<file path="config.mk">
export PLATFORM = sky130hd
export DESIGN_NAME = gun_position_ctrl
export DESIGN_NICKNAME = d
export VERILOG_FILES = /design/src/rtl/gun_pkg.sv /design/src/rtl/gun_axis.sv /design/src/rtl/gun_position_ctrl.sv
export SDC_FILE = /design/constraint.sdc
export NUM_CORES = 1
export LEC_CHECK = 0
export ABC_CLOCK_PERIOD_IN_PS = 3240
export CAP_MARGIN = 0
export CORE_MARGIN = 4
export CORE_UTILIZATION = 55
export DETAILED_ROUTE_END_ITERATION = 8
export GPL_TIMING_DRIVEN = 0
export PLACE_DENSITY = 0.88
export SYNTH_ARGS = -nofsm -noshare
export SYNTH_HDL_FRONTEND = slang
export SYNTH_SLANG_ARGS = --single-unit
</file>
<file path="constraint.sdc">
create_clock -name clock_12 -period 3.24 [get_ports clock_12]
set_clock_uncertainty 0.05 [all_clocks]
set_input_delay 0.648 -clock clock_12 [delete_from_list [all_inputs] [get_ports clock_12]]
set_output_delay 0.648 -clock clock_12 [all_outputs]
set_load 0.02 [all_outputs]
</file>
<file path="src/rtl/gun_pkg.sv">
// rtl/gun_pkg.sv - shared axis state type, position defaults and clamped step helper
// Build option: GUN_ACCEL_EN adds the FAST axis state.
package gun_pkg;

  localparam int POS_W        = 6;
  localparam int DEF_POS_MAX  = 62;
  localparam int DEF_POS_INIT = 31;

`ifdef GUN_ACCEL_EN
  typedef enum logic [1:0] {IDLE, SLOW, FAST} axis_state_t;
`else
  typedef enum logic {IDLE, SLOW} axis_state_t;
`endif

  // One step of size 1 or 2, computed one bit wider so both ends clamp instead of wrapping
  function automatic logic [POS_W-1:0] clamp_step(
    input logic [POS_W-1:0] pos,
    input logic             up,
    input logic [1:0]       step,
    input logic [POS_W-1:0] max_pos
  );
    logic [POS_W:0] sum;
    if (up) begin
      sum = {1'b0, pos} + {{(POS_W-1){1'b0}}, step};
      if (sum > {1'b0, max_pos}) sum = {1'b0, max_pos};
    end else begin
      sum = {1'b0, pos} - {{(POS_W-1){1'b0}}, step};
      if (sum[POS_W]) sum = '0;
    end
    return sum[POS_W-1:0];
  endfunction

endpackage

</file>
<file path="src/rtl/gun_axis.sv">
// rtl/gun_axis.sv - one gun axis: tick-paced stepping, reversal handling and clamped position
// Build option: GUN_ACCEL_EN enables the hold counter and the FAST state.
module gun_axis
  import gun_pkg::*;
#(
  parameter int POS_MAX    = DEF_POS_MAX,
  parameter int POS_INIT   = DEF_POS_INIT,
  parameter int DIV_TICKS  = 3,
  parameter int ACCEL_HOLD = 16
) (
  input  logic             clk,
  input  logic             rst,
  input  logic             tick_p,
  input  logic             center,
  input  logic             dec,
  input  logic             inc,
  output logic [POS_W-1:0] pos,
  output axis_state_t      state_next
);

  localparam int DIV_W = (DIV_TICKS > 1) ? $clog2(DIV_TICKS) : 1;
  localparam logic [DIV_W-1:0] DIV_LAST  = DIV_W'(DIV_TICKS - 1);
  localparam logic [DIV_W-1:0] DIV_ENTRY = (DIV_TICKS > 1) ? DIV_W'(1) : '0;
  localparam logic [POS_W-1:0] MAX_P     = POS_W'(POS_MAX);
  localparam logic [POS_W-1:0] INIT_P    = POS_W'(POS_INIT);

  if (DIV_TICKS < 1 || ACCEL_HOLD < 1 || POS_INIT > POS_MAX) begin : g_bad_cfg
    $error("gun_axis: illegal parameter combination");
  end

  axis_state_t      state;
  logic [DIV_W-1:0] div, div_n;
  logic             last_inc, last_inc_n;
  logic [POS_W-1:0] pos_n;
  logic             dir_valid;

  assign dir_valid = dec ^ inc;

`ifdef GUN_ACCEL_EN
  localparam int HOLD_W = $clog2(ACCEL_HOLD + 1);
  localparam logic [HOLD_W-1:0] HOLD_TOP = HOLD_W'(ACCEL_HOLD);
  logic [HOLD_W-1:0] hold, hold_n;
`endif

  always_comb begin
    state_next = state;
    pos_n      = pos;
    div_n      = div;
    last_inc_n = last_inc;
`ifdef GUN_ACCEL_EN
    hold_n     = hold;
`endif
    if (center) begin
      state_next = IDLE;
      pos_n      = INIT_P;
      div_n      = '0;
      last_inc_n = 1'b0;
`ifdef GUN_ACCEL_EN
      hold_n     = '0;
`endif
    end else if (tick_p) begin
      if (!dir_valid) begin
        state_next = IDLE;
        div_n      = '0;
`ifdef GUN_ACCEL_EN
        hold_n     = '0;
`endif
      end else if (state == IDLE || inc != last_inc) begin
        // Fresh press or reversal: step at once and restart pacing
        state_next = SLOW;
        pos_n      = clamp_step(pos, inc, 2'd1, MAX_P);
        div_n      = DIV_ENTRY;
        last_inc_n = inc;
`ifdef GUN_ACCEL_EN
        hold_n     = HOLD_W'(1);
        if (hold_n == HOLD_TOP) state_next = FAST;
`endif
      end else begin
        div_n = (div == DIV_LAST) ? '0 : div + 1'b1;
        if (div == '0) begin
`ifdef GUN_ACCEL_EN
          pos_n = clamp_step(pos, inc, (state == FAST) ? 2'd2 : 2'd1, MAX_P);
          if (state == SLOW) begin
            if (hold != HOLD_TOP) hold_n = hold + 1'b1;
            if (hold_n == HOLD_TOP) state_next = FAST;
          end
`else
          pos_n = clamp_step(pos, inc, 2'd1, MAX_P);
`endif
        end
      end
    end
  end

  always_ff @(posedge clk or posedge rst) begin
    if (rst) begin
      state    <= IDLE;
      pos      <= INIT_P;
      div      <= '0;
      last_inc <= 1'b0;
`ifdef GUN_ACCEL_EN
      hold     <= '0;
`endif
    end else begin
      state    <= state_next;
      pos      <= pos_n;
      div      <= div_n;
      last_inc <= last_inc_n;
`ifdef GUN_ACCEL_EN
      hold     <= hold_n;
`endif
    end
  end

endmodule

</file>
<file path="src/rtl/gun_position_ctrl.sv">
// rtl/gun_position_ctrl.sv - joystick to 6-bit light-gun coordinates, paced by the 4 ms tick
// Build option: GUN_ACCEL_EN enables hold-to-accelerate on each axis.
module gun_position_ctrl
  import gun_pkg::*;
#(
  parameter int POS_MAX    = DEF_POS_MAX,
  parameter int POS_INIT   = DEF_POS_INIT,
  parameter int DIV_TICKS  = 3,
  parameter int ACCEL_HOLD = 16
) (
  input  logic             clock_12,
  input  logic             reset,
  input  logic             tick_4ms,
  input  logic             joy_left,
  input  logic             joy_right,
  input  logic             joy_up,
  input  logic             joy_down,
  input  logic             center,
  output logic [POS_W-1:0] gun_h,
  output logic [POS_W-1:0] gun_v,
  output logic             moving
);

  logic        tick_d;
  logic        tick_p;
  axis_state_t h_next, v_next;

  assign tick_p = tick_4ms & ~tick_d;

  always_ff @(posedge clock_12 or posedge reset) begin
    if (reset) begin
      tick_d <= 1'b0;
      moving <= 1'b0;
    end else begin
      tick_d <= tick_4ms;
      moving <= (h_next != IDLE) || (v_next != IDLE);
    end
  end

  gun_axis #(
    .POS_MAX   (POS_MAX),
    .POS_INIT  (POS_INIT),
    .DIV_TICKS (DIV_TICKS),
    .ACCEL_HOLD(ACCEL_HOLD)
  ) u_axis_h (
    .clk       (clock_12),
    .rst       (reset),
    .tick_p    (tick_p),
    .center    (center),
    .dec       (joy_left),
    .inc       (joy_right),
    .pos       (gun_h),
    .state_next(h_next)
  );

  gun_axis #(
    .POS_MAX   (POS_MAX),
    .POS_INIT  (POS_INIT),
    .DIV_TICKS (DIV_TICKS),
    .ACCEL_HOLD(ACCEL_HOLD)
  ) u_axis_v (
    .clk       (clock_12),
    .rst       (reset),
    .tick_p    (tick_p),
    .center    (center),
    .dec       (joy_up),
    .inc       (joy_down),
    .pos       (gun_v),
    .state_next(v_next)
  );

endmodule
</file>
* After elaboration in Yosys (flattened, before gate mapping)
Index checks and enable logic that the tools add are counted.
** Word-level totals
- Bits in writable memories :: 0
- Output and inout bits :: 13
- Register bits after elaboration :: 22
- ROM bits :: 0
- Input bits :: 8
- Memories :: 0
- Latch bits :: 0
- Logic and storage cells :: 86
** Operators by class
- Reductions and logical operators :: 16
- Bitwise gates (word level) :: 6
- Equality and inequality tests :: 4
- Add/sub/neg operators :: 6
- Order comparisons :: 2
- Multipliers :: 0
- Shifts and indexed selects :: 0
- Divide/modulo/power cells :: 0
- Mux-type cells :: 42
** Operators by type and width (count)
- 2-to-1 mux 6 bit :: 16
- 2-to-1 mux 2 bit :: 10
- 2-to-1 mux 1 bit :: 16
- adder 6 x 1 -> 7 bit (second input constant) :: 2
- greater-than comparator 7 x 6 -> 1 bit (second input constant) :: 2
- subtractor 6 x 1 -> 7 bit (second input constant) :: 2
- AND reduction 3 bit :: 4
- nonzero test 2 bit :: 5
- nonzero test 3 bit :: 2
- adder 2 x 1 -> 2 bit (second input constant) :: 2
- == test 2 bit (second input constant) :: 2
- zero test 2 bit :: 2
- logical OR 1 bit :: 3
- NOT 1 bit :: 3
- != test 1 bit :: 2
- XOR 1 bit :: 2
- AND 1 bit :: 1

* Depth between registers and ports, before layout
Gate-level depths: netlist of the first run.
- Depth in word-level cells :: 9
- Gate-level depth with buffers :: 8
- Depth with buffers taken out :: 7

* Hierarchy
A second synthesis of the first run with hierarchy kept.
** Unflattened totals
- Cells, all modules :: 227
- Area, all modules :: 1978.1 µm²
** Modules (own cells, without submodules)
- gun_axis :: sequential area each 256.5 µm², area an instance 955.9 µm², cells each 111, times used 2
- gun_position_ctrl :: sequential area each 50.0 µm², area an instance 66.3 µm², cells each 5, times used 1

* Worst setup path before layout of the first run
Ideal clock, no wire load.
- Kind :: reg-to-reg
- Start :: register u_axis_h.pos[1]
- End :: register u_axis_h.pos[0]
- Data required time :: 3.106 ns
- Path buffers :: 1
- Stages on the path, launching flop included :: 9
- Slack :: 1.033 ns
- Setup time :: 0.084 ns
- Arrival time :: 2.074 ns
- Cells stage by stage :: dfstp_2 ha_1 buf_2 a21boi_0 o221ai_1 o21ai_0 and3_1 a211o_1 a221o_1
** On the way
- Word-level cells in the longest chain between the ends :: 9
** RTL lines
- start: declaration :: RTL line gun_axis.sv:17 : output logic [POS_W-1:0] pos,
- start signal: assignment :: RTL line gun_axis.sv:106 : pos <= pos_n;
- adder 6 x 1 -> 7 bit :: RTL line gun_pkg.sv:24 : sum = {1'b0, pos} + {{(POS_W-1){1'b0}}, step};
- greater-than comparator 7 x 6 -> 1 bit :: RTL line gun_pkg.sv:25 : if (sum > {1'b0, max_pos}) sum = {1'b0, max_pos};
- 2-to-1 mux 6 bit :: RTL line gun_pkg.sv:25
- 2-to-1 mux 6 bit (*) :: RTL line gun_pkg.sv:23 : if (up) begin
- 2-to-1 mux 6 bit :: RTL line gun_axis.sv:80 : if (div == '0) begin
- 2-to-1 mux 6 bit (*) :: RTL line gun_axis.sv:68 : end else if (state == IDLE || inc != last_inc) begin
- 2-to-1 mux 6 bit (*) :: RTL line gun_axis.sv:62 : if (!dir_valid) begin
- 2-to-1 mux 6 bit (*) :: RTL line gun_axis.sv:61 : end else if (tick_p) begin
- 2-to-1 mux 6 bit (*) :: RTL line gun_axis.sv:53 : if (center) begin
Mark *: on every way between the ends. The rest lies on a longest branch, timed or not. The select of a mux whose other input is x is not followed.
A chain may end at the register's enable or synchronous reset.

* Worst setup path in the final report of the first run
- Start :: register u_axis_v.pos[0]
- End :: register u_axis_v.pos[0]
** On the way
- Word-level cells in the longest chain between the ends :: 9
** RTL lines (RTL line)
- start: declaration :: gun_axis.sv:17
- start signal: assignment :: gun_axis.sv:106
- adder 6 x 1 -> 7 bit :: gun_pkg.sv:24
- greater-than comparator 7 x 6 -> 1 bit :: gun_pkg.sv:25
- 2-to-1 mux 6 bit :: gun_pkg.sv:25
- 2-to-1 mux 6 bit (*) :: gun_pkg.sv:23
- 2-to-1 mux 6 bit :: gun_axis.sv:80
- 2-to-1 mux 6 bit (*) :: gun_axis.sv:68
- 2-to-1 mux 6 bit (*) :: gun_axis.sv:62
- 2-to-1 mux 6 bit (*) :: gun_axis.sv:61
- 2-to-1 mux 6 bit (*) :: gun_axis.sv:53
Marked as above.

==> metrics.md, run 1 <==
| Metric | Value |
|---|---|
| Synth area leader | dfrtp_1 |
| CP Launch Type | flip-flop |
| Hold depth | 2 |
| Max Root-Sink Buffers | 2 |
| Hold_buf cts | 0 |
| H-tree depth | 1 |
| Rel. slew slack | 43.5% |
| Setup Total Neg Slack | 0 ns |
| Number of synthesized register bits | 22 |
| Ys Warns | 0 |
| Leakage power total | 0.813 nW |
| WS Path Type | reg -> reg |
| Diode count | 0 |
| CP cell instances | buf_2 > and3_1 > nand3_1 > xnor2_1 > a41o_1 > nand3_1 > a221o_1 |
| P per Cell Area | 317 nW/µm² |
| Crit path max-delay family | compound AO/OA/AOI/OAI gates |
| Chip Height | 64.6 µm |
| Worst reg-to-reg path cell count | 7 |
| Min-delay src | u_axis_h.div[1] |
| Mapped Nets | 228 |
| Detailed Place HPWL | 3.05 mm |
| Final setup vio count | 0 |
| Clock latency on the worst-skew pair | 0.32 ns |
| Pin count of the biggest net entering global routing | 23 |
| CTS sink cnt | 22 |
| Resize count post-CTS | 0 |
| Final nets | 250 |
| Sequential Power Share | 48.0% |
| Worst-Margin Slew | 0.846 ns |
| Post-synth EDFFs | 0 |
| DP Worst Slack | 0.934 ns |
| Post-synthesis sequential area ratio | 32.0% |
| Crit path capture type | flip-flop |
| # rows | 20 |
| Global-route wire length before repair | 7.16 mm |
| Max Clock Freq | 0.426 GHz |
| Cells after Synth | 214 |
| Vias/cell | 6.11 |
| Via count | 1706 |
| Global Route Usage Sum | 21.1% |
| Int Power | 0.422 mW |
| Tcrit/Tclk final | 72.4% |
| Hold Path Class | reg -> reg |
| Yosys top cell area share | 17.0% |
| Root Driver | clkbuf_4 |
| Min cycle time layout | 2.35 ns |
| Max_cap viols | 0 |
| Die W | 64.6 µm |
| Worst hold path endpoint | u_axis_h.div[1] |
| RSZ-0062 raised after global routing | no |
| Vias in the first global route | 1521 |
| Most frequent cells in the layout | a21oi_1 (19), nor2_1 (18), clkdlybuf4s50_1 (17), o21ai_0 (16), nand2_1 (15) |
| Drt pass-1 iters | 4 |
| WL per Instance | 14.8 µm |
| Req. time, crit path | 3.44 ns |
| Slowest cell on crit path | dfstp_2 |
| Final Max Slew Viols | 0 |
| Net Sw Frac | 33.9% |
| CP Max Fanout | 9 |
| Critical path's largest stage delay | 0.59 ns |
| IO buf count | 17 |
| Clock share of power | 21.7% |
| DRC violations left | 0 |
| Number of nets with antenna violations after routing | 0 |
| Syn Area/Cell | 8.23 µm² |
| Syn Std Cell Area | 1760 µm² |
| FF-to-FF Start | u_axis_v.pos[0] |
| Final count of hold timing violations | 0 |
| CTS tree | yes |
| CP Data Arrival Time | 2.55 ns |
| Area Growth Syn to Fin | 14.3% |
| Post-synthesis async set-or-reset flop share | 100% |
| Total Wirelength | 4.14 mm |
| First DRT Iteration DRCs | 154 |
| Switching power | 0.216 mW |
| GPL Wtd Cong | 0.897 |
| Peak VDD IR | 193 µV |
| Initial Util | 57.7% |
| Setup Fix Bufs, Post-CTS | 0 |
| Buf/Inv on CP | 1 |
| Gr ovfl total | 0 |
| Register-to-register setup slack | 0.89 ns |
| Main synth FF type | dfrtp_1 |
| Worst-path clk slew | 0.13 ns |
| Layout cells sized above 1 | 13.2% |
| Combinational share of power | 30.3% |
| Total CTS buffers | 3 |
| Status | finished, final reports clean |
| Antenna violations before repair | 0 |
| Full die area | 4170 µm² |
| Worst path most repeated cell | nand3_1 |
| Area contributors post-synth | dfrtp_1 (17%), dfstp_2 (15%), a21oi_1 (5.4%), o21ai_0 (4.5%), ha_1 (4.3%) |
| Most common cell after layout, fill and taps aside | a21oi_1 |
| I/O pin count | 21 |
| Distinct cells, synth | 49 |
| R2R Path End | u_axis_v.pos[0] |
| Final worst setup slack | 0.895 ns |
| Core Box Area | 3050 µm² |
## cell type report
| class | count | area (µm²) |
|---|---|---|
| Fill cell | 281 | 1040 |
| Sequential cell | 22 | 563 |
| Multi-Input combinational cell | 165 | 1070 |
| Timing Repair Buffer | 17 | 170 |
| Buffer | 18 | 91.3 |
| Inverter | 9 | 33.8 |
| Clock buffer | 4 | 26.3 |
| Tap cell | 44 | 55.1 |
## worst max-delay path by stage
stage	from	cells after the start	slack, ns	endpoint
after floorplan	u_axis_h.pos[1]	8	1.03	u_axis_h.pos[0]
after global placement	u_axis_h.pos[1]	8	0.94	u_axis_h.pos[0]
after detailed placement	tick_4ms	6	0.93	u_axis_v.pos[2]
after CTS	u_axis_h.pos[1]	8	0.93	u_axis_h.pos[0]
after global routing	u_axis_h.pos[1]	8	0.73	u_axis_h.pos[0]
final	u_axis_v.pos[0]	7	0.89	u_axis_v.pos[0]
## Yosys cell counts (3+ instances only)
master	instances
dfstp_2	10
a31oi_1	5
inv_1	9
nor2b_1	4
nor3_1	11
clkbuf_1	7
nor2_1	18
xnor2_1	6
buf_2	7
nand2_1	15
a221o_1	3
dfrtp_1	12
and3_1	5
or3_1	3
a21oi_1	19
nor4_1	3
nand3_1	7
a22oi_1	5
nor3b_1	3
o21ai_0	16
ha_1	6
## sequential cells by signal, summed over array words and instances (netlist names)
signal             count
u_axis_h.pos           6
u_axis_v.pos           6
u_axis_h.div           2
u_axis_v.div           2
moving                 1
tick_d                 1
u_axis_h.last_inc      1
u_axis_h.state         1
u_axis_v.last_inc      1
u_axis_v.state         1
## power by group through the flow
stage / combinational (mW) / sequential [mW] / clock, mW
2_1_floorplan: 0.130 / 0.318 / 0
3_3_place_gp: 0.186 / 0.310 / 0
3_5_place_dp: 0.191 / 0.311 / 0
4_1_cts: 0.192 / 0.306 / 0.140
5_1_grt: 0.215 / 0.309 / 0.151
6_report: 0.193 / 0.306 / 0.138
## cell families after synthesis
kind of cell,count (synthesis),synth area share [%]
AO/OA/AOI/OAI,65,24.6
XOR/XNOR,9,4.90
adder cells (fa/ha/maj),6,4.26
buffers and inverters,27,7.10
flip-flops,22,32.0
multiplexers,3,1.78
AND/OR/NAND/NOR,82,25.4
## metrics by stage
stage	instance area, µm²	util, %	hold slack, ns	std cells	power, mW
2_1_floorplan	1760	-	0.450	214	0.448
3_3_place_gp	1990	65.1	0.465	275	0.496
3_5_place_dp	1990	65.1	0.481	275	0.502
4_1_cts	2010	65.9	0.510	279	0.639
5_1_grt	2010	65.9	0.552	279	0.676
6_report	2010	65.9	0.519	279	0.638
## worst min-delay path: stages (launching register included)
cell	delay (ns)
dfrtp_1	0.42
nand2_1	0.07
a21oi_1	0.05
## metal layers
layer	global-route usage, %	wire length [µm]
met3	2.60	296
met5	0	0
met1	31.6	1890
met4	4.49	45
met2	32.6	1910
Note: power is estimated with default switching activity, not from simulation.
==> run 2: changes to the inputs <==
--- a/config.mk
+++ b/config.mk
@@ -5,7 +5,7 @@
 export SDC_FILE = /design/constraint.sdc
 export NUM_CORES = 1
 export LEC_CHECK = 0
-export ABC_CLOCK_PERIOD_IN_PS = 3240
+export ABC_CLOCK_PERIOD_IN_PS = 2200
 export CAP_MARGIN = 0
 export CORE_MARGIN = 4
 export CORE_UTILIZATION = 55
==> constraint.sdc (replaced) <==
create_clock -name clock_12 -period 2.2 [get_ports clock_12]
set_clock_uncertainty 0.05 [all_clocks]
set_input_delay 0.44 -clock clock_12 [delete_from_list [all_inputs] [get_ports clock_12]]
set_output_delay 0.44 -clock clock_12 [all_outputs]
set_load 0.02 [all_outputs]
==> run 2 against run 1 <==
  * Routed wire length rose by 1.8%
  * Die area did not move
  * Sequential share of layout area fell by 1.3 points
  * Largest power group unchanged
  * Critical path type unchanged
  * Register-to-register slack got worse by 0.87 ns
  * Global-route usage fell by 0.56 points
  * Final cell count rose by 1.4%
  * Clock power rose by 64%
  * Largest cell class unchanged
==> metrics.md, run 2 (same netlist as run 1, synthesis figures left out) <==
| Metric | Value |
|---|---|
| Final Max Slew Viols | 0 |
| P per Cell Area | 470 nW/µm² |
| Placed Area | 1990 µm² |
| CTS tree | yes |
| Total Wirelength | 4.21 mm |
| Leakage power total | 0.852 nW |
| GPL Wtd Cong | 0.964 |
| Hold Path Class | reg -> reg |
| Crit path max-delay family | compound AO/OA/AOI/OAI gates |
| Peak VDD IR | 369 µV |
| Buf/Inv on CP | 1 |
| # rows | 20 |
| Initial Util | 57.7% |
| Filler cells | 253 |
| IO buf count | 17 |
| Most frequent cells in the layout | a21oi_1 (19), nor2_1 (18), clkdlybuf4s50_1 (16), nand2_1 (15), o21ai_0 (14) |
| Number of nets with antenna violations after routing | 0 |
| Vias in the first global route | 1514 |
| Register-to-register setup slack | 0.03 ns |
| Final setup vio count | 0 |
| Via count | 1714 |
| Chip Height | 64.6 µm |
| Layout cells sized above 1 | 18.4% |
| Total CTS buffers | 3 |
| Post-layout util | 69.1% |
| Area Growth Syn to Fin | 19.8% |
| Hold depth | 2 |
| Biggest regs | u_axis_h.pos (6), u_axis_v.pos (6) |
| Status | finished, final reports clean |
| Global Route Usage Sum | 20.6% |
| Min-delay src | u_axis_h.div[1] |
| CP cell instances | ha_4 > buf_6 > a21boi_0 > o221ai_1 > o21ai_1 > and3_1 > a211o_1 > a221o_1 |
| Hold_buf cts | 0 |
| R2R Path End | u_axis_h.pos[0] |
| Most common cell after layout, fill and taps aside | a21oi_1 |
| Gr ovfl total | 0 |
| Die W | 64.6 µm |
| CP Launch Type | flip-flop |
| WP depth | 8 |
| Full die area | 4170 µm² |
| Max_cap viols | 0 |
| CP Data Arrival Time | 2.37 ns |
| Tcrit/Tclk final | 98.7% |
| Vias/cell | 6.06 |
| WL per Instance | 14.9 µm |
| Rel. slew slack | 45.7% |
| Worst-Margin Slew | 0.813 ns |
| Max Clock Freq | 0.461 GHz |
| Min cycle time layout | 2.17 ns |
| Crit path capture type | flip-flop |
| Antenna violations before repair | 0 |
| Clock latency on the worst-skew pair | 0.31 ns |
| Req. time, crit path | 2.40 ns |
| Worst-path clk slew | 0.13 ns |
| H-tree depth | 1 |
| Final nets | 254 |
| DRC violations left | 0 |
| Root Driver | clkbuf_4 |
| Critical path's largest stage delay | 0.62 ns |
| CP Max Fanout | 6 |
| WS Path Type | reg -> reg |
| Final count of hold timing violations | 0 |
| First DRT Iteration DRCs | 134 |
| Setup Total Neg Slack | 0 ns |
| Core Box Area | 3050 µm² |
| Drt pass-1 iters | 4 |
| Worst hold path endpoint | u_axis_h.div[1] |
| Pin count of the biggest net entering global routing | 23 |
| Detailed Place HPWL | 2.93 mm |
| Hold Slack | 0.505 ns |
| Final Cell Area | 2110 µm² |
| CTS sink cnt | 22 |
| Max Root-Sink Buffers | 2 |
| Slowest cell on crit path | dfstp_2 |
| I/O pin count | 21 |
| Worst reg-to-reg path cell count | 8 |
| Global-route wire length before repair | 6.91 mm |
| Diode count | 0 |
| FF-to-FF Start | u_axis_h.pos[0] |
run 2: cell count changes in the layout (fill, tap and decap cells not counted), moves of 2 or more:
cell,change
buf_4,+4
clkbuf_1,-3
buf_2,-2
clkbuf_4,+2
ha_1,-2
o21ai_0,-2
o21ai_1,+2
run 2: cell type report:
type | count | area (µm²) | share of cell area (%)
Multi-Input combinational cell | 165 | 1110 | 52.8
Sequential cell | 22 | 563 | 26.7
Inverter | 9 | 33.8 | 1.60
Timing Repair Buffer | 21 | 203 | 9.60
Buffer | 18 | 105 | 4.98
Clock buffer | 4 | 36.3 | 1.72
Tap cell | 44 | 55.1 | 2.61
run 2: worst reg2reg max path, stage by stage (launching register included):
cell,delay [ns]
dfstp_2,0.62
ha_4,0.14
buf_6,0.08
a21boi_0,0.08
o221ai_1,0.18
o21ai_1,0.13
and3_1,0.18
a211o_1,0.33
a221o_1,0.31
run 2: worst max path at each step:
stage / startpoint / end
after floorplan: u_axis_h.pos[1] / u_axis_h.pos[0]
after global placement: u_axis_h.pos[1] / u_axis_h.pos[0]
after detailed placement: u_axis_h.pos[0] / u_axis_h.pos[0]
after CTS: u_axis_h.pos[0] / u_axis_h.pos[0]
after global routing: u_axis_h.pos[0] / u_axis_h.pos[0]
final: u_axis_h.pos[0] / u_axis_h.pos[0]
run 2: metal layers:
layer / GRT usage [%] / wire (µm) / vias up
li1: - / - / 831
met1: 28.9 / 1910 / 798
met2: 32.7 / 1980 / 77
met3: 3.47 / 284 / 8
met4: 5.54 / 42 / 0
met5: 0 / 0 / -
run 2: what timing repair did:
| item | 4_1_cts | 5_1_grt |
|---|---|---|
| cloned | 0 | 0 |
| endpoints found under the setup margin | 4 | 4 |
| buffers inserted | 1 | 3 |
| gates resized for setup | 3 | 14 |
| pin swaps | 0 | 7 |
run 2: report_power, final:
group	switching [mW]	leakage [nW]	internal (mW)	total (mW)
logic	0.177	0.564	0.137	0.315
clock network	0.126	0.0210	0.101	0.227
registers	0.0205	0.267	0.431	0.451
total	0.324	0.852	0.669	0.993
run 2: per-stage QoR:
| step | instances | power [mW] | setup slack [ns] |
|---|---|---|---|
| global route | 283 | 1.05 | -0.0627 |
| finish | 283 | 0.993 | 0.0295 |
| floorplan | 214 | 0.661 | 0.0163 |
| global placement | 275 | 0.733 | -0.0578 |
| CTS | 280 | 0.973 | 0.0175 |
| detailed placement | 275 | 0.741 | -0.0753 |
==> run 3: changes to the inputs <==
--- a/config.mk
+++ b/config.mk
@@ -8,10 +8,10 @@
 export ABC_CLOCK_PERIOD_IN_PS = 2200
 export CAP_MARGIN = 0
 export CORE_MARGIN = 4
-export CORE_UTILIZATION = 55
+export CORE_UTILIZATION = 40
 export DETAILED_ROUTE_END_ITERATION = 8
 export GPL_TIMING_DRIVEN = 0
-export PLACE_DENSITY = 0.88
+export PLACE_DENSITY = 0.69
 export SYNTH_ARGS = -nofsm -noshare
 export SYNTH_HDL_FRONTEND = slang
 export SYNTH_SLANG_ARGS = --single-unit
==> run 3 against run 2 <==
  * Sequential share of layout area decreased by 0.33 points
  * Final area increased by 1.2%
  * Flip-flop and latch count unchanged
  * Critical endpoint unchanged
==> metrics.md, run 3 (same netlist as run 1, synthesis figures left out) <==
| Metric | Value |
|---|---|
| Status | finished, final reports clean |
| Met1 Use GR | 21.7% |
| Crit path capture type | flip-flop |
| Worst-Margin Slew | 0.832 ns |
| First DRT Iteration DRCs | 94 |
| Biggest regs | u_axis_h.pos (6), u_axis_v.pos (6) |
| Chip Height | 74.4 µm |
| Leakage power total | 0.866 nW |
| WL per Instance | 14.4 µm |
| Total Wirelength | 4.21 mm |
| Hold Slack | 0.492 ns |
| Hold Path Class | reg -> reg |
| Max Root-Sink Buffers | 2 |
| Int Power | 0.702 mW |
| Total CTS buffers | 3 |
| Number of nets with antenna violations after routing | 0 |
| Cells after DPL | 281 |
| Worst-path clk slew | 0.08 ns |
| Detailed Place HPWL | 2.96 mm |
| GR Util met3 | 1.76% |
| CP Data Arrival Time | 2.24 ns |
| CP Max Fanout | 7 |
| Final count of hold timing violations | 0 |
| Vias in the first global route | 1570 |
| CP Launch Type | flip-flop |
| Via count | 1687 |
| Area Growth Syn to Fin | 21.3% |
| Rel. slew slack | 44.5% |
| Root Driver | clkbuf_8 |
| GPL Wtd Cong | 0.798 |
| Setup Total Neg Slack | 0 ns |
| Non-Filler Instances | 292 |
| Global Route Usage Sum | 15.9% |
| Pin count of the biggest net entering global routing | 23 |
| Most common cell after layout, fill and taps aside | a21oi_1 |
| Combinational share of power | 31.6% |
| Initial Util | 42.8% |
| Final nets | 257 |
| Net Sw Frac | 31.3% |
| WS Path Type | reg -> reg |
| CTS sink cnt | 22 |
| Peak VDD IR | 296 µV |
| Die W | 74.4 µm |
| Final setup vio count | 0 |
| Core Box Area | 4120 µm² |
| Hold_buf cts | 0 |
| Vias/cell | 5.78 |
| CTS tree | yes |
| Diode count | 0 |
| Drt pass-1 iters | 6 |
| Global-route wire length before repair | 7.04 mm |
| I/O pin count | 21 |
| Clock share of power | 24.5% |
| IO buf count | 17 |
| Busiest grt layer | met2 |
| P per Cell Area | 478 nW/µm² |
| Final Cell Area | 2140 µm² |
| Sequential Power Share | 43.9% |
| Most frequent cells in the layout | a21oi_1 (19), nor2_1 (18), clkdlybuf4s50_1 (17), nand2_1 (15), o21ai_0 (14) |
| Max_cap viols | 0 |
| DRC violations left | 0 |
| Tcrit/Tclk final | 96.1% |
| Layout cells sized above 1 | 17.8% |
| # rows | 23 |
| Placed Area | 2000 µm² |
| Max Clock Freq | 0.473 GHz |
| Clock latency on the worst-skew pair | 0.26 ns |
| Antenna violations before repair | 0 |
| Final Max Slew Viols | 0 |
| Filler cells | 402 |
| Gr ovfl total | 0 |
| GR met2 Demand/Resource | 26.4% |
| Switching power | 0.320 mW |
| Min cycle time layout | 2.11 ns |
| Req. time, crit path | 2.33 ns |
| Total Power | 1.02 mW |
| H-tree depth | 1 |
| Full die area | 5530 µm² |
[run 3: worst paths after layout]
kind,end,from,slack [ns],depth (start not counted)
hold reg to reg,u_axis_h.div[1],u_axis_h.div[1],0.49,2
setup reg to reg,u_axis_h.pos[0],u_axis_h.pos[0],0.09,8
max in group asynchronous,u_axis_h.state,reset,0.99,2
setup / recovery,u_axis_h.pos[0],u_axis_h.pos[0],0.09,8
hold / removal,u_axis_h.div[1],u_axis_h.div[1],0.49,2
min in group asynchronous,u_axis_v.div[1],reset,0.59,2
[run 3: metrics by stage]
stage | util, % | worst slack (ns)
4_1_cts | 50.2 | 0.00851
3_5_place_dp | 48.5 | -0.141
6_report | 51.9 | 0.0868
5_1_grt | 51.9 | -0.0347
2_1_floorplan | - | 0.0163
3_3_place_gp | 48.5 | -0.116
[run 3: worst max-delay path, cell delays in order, from the launching register on]
cell and delay (ns):
dfstp_2 0.56, ha_1 0.16, buf_6 0.12, a21boi_0 0.08, o221ai_1 0.19, o21ai_2 0.11
and3_1 0.16, a211o_1 0.29, a221o_1 0.31
[run 3: timing repair]
item	in CTS	in global routing
pin swaps	1	4
setup buffers	3	4
gates resized for setup	2	9
endpoints found under the setup margin	2	5
[run 3: power by group through the flow]
stage | Combinational, mW | Clock [mW] | Sequential (mW)
detailed placement | 0.282 | 0 | 0.458
global placement | 0.279 | 0 | 0.458
CTS | 0.292 | 0.258 | 0.448
global route | 0.354 | 0.279 | 0.453
finish | 0.323 | 0.251 | 0.449
floorplan | 0.192 | 0 | 0.469
[run 3: layout make-up]
cell class                      instances  area (µm²)  share of cell area (%)
Inverter                                9        33.8                    1.58
Multi-Input combinational cell        165        1110                    51.9
Timing Repair Buffer                   24         223                    10.4
Tap cell                               50        62.6                    2.93
Buffer                                 18         101                    4.74
Clock buffer                            4        45.0                    2.11
Sequential cell                        22         563                    26.3
[run 3: per-layer routing]
metal | part of all wire, % | up-vias
li1 | - | 838
met1 | 46 | 797
met2 | 49 | 46
met3 | 3.7 | 6
met4 | 1.4 | 0
met5 | 0 | -
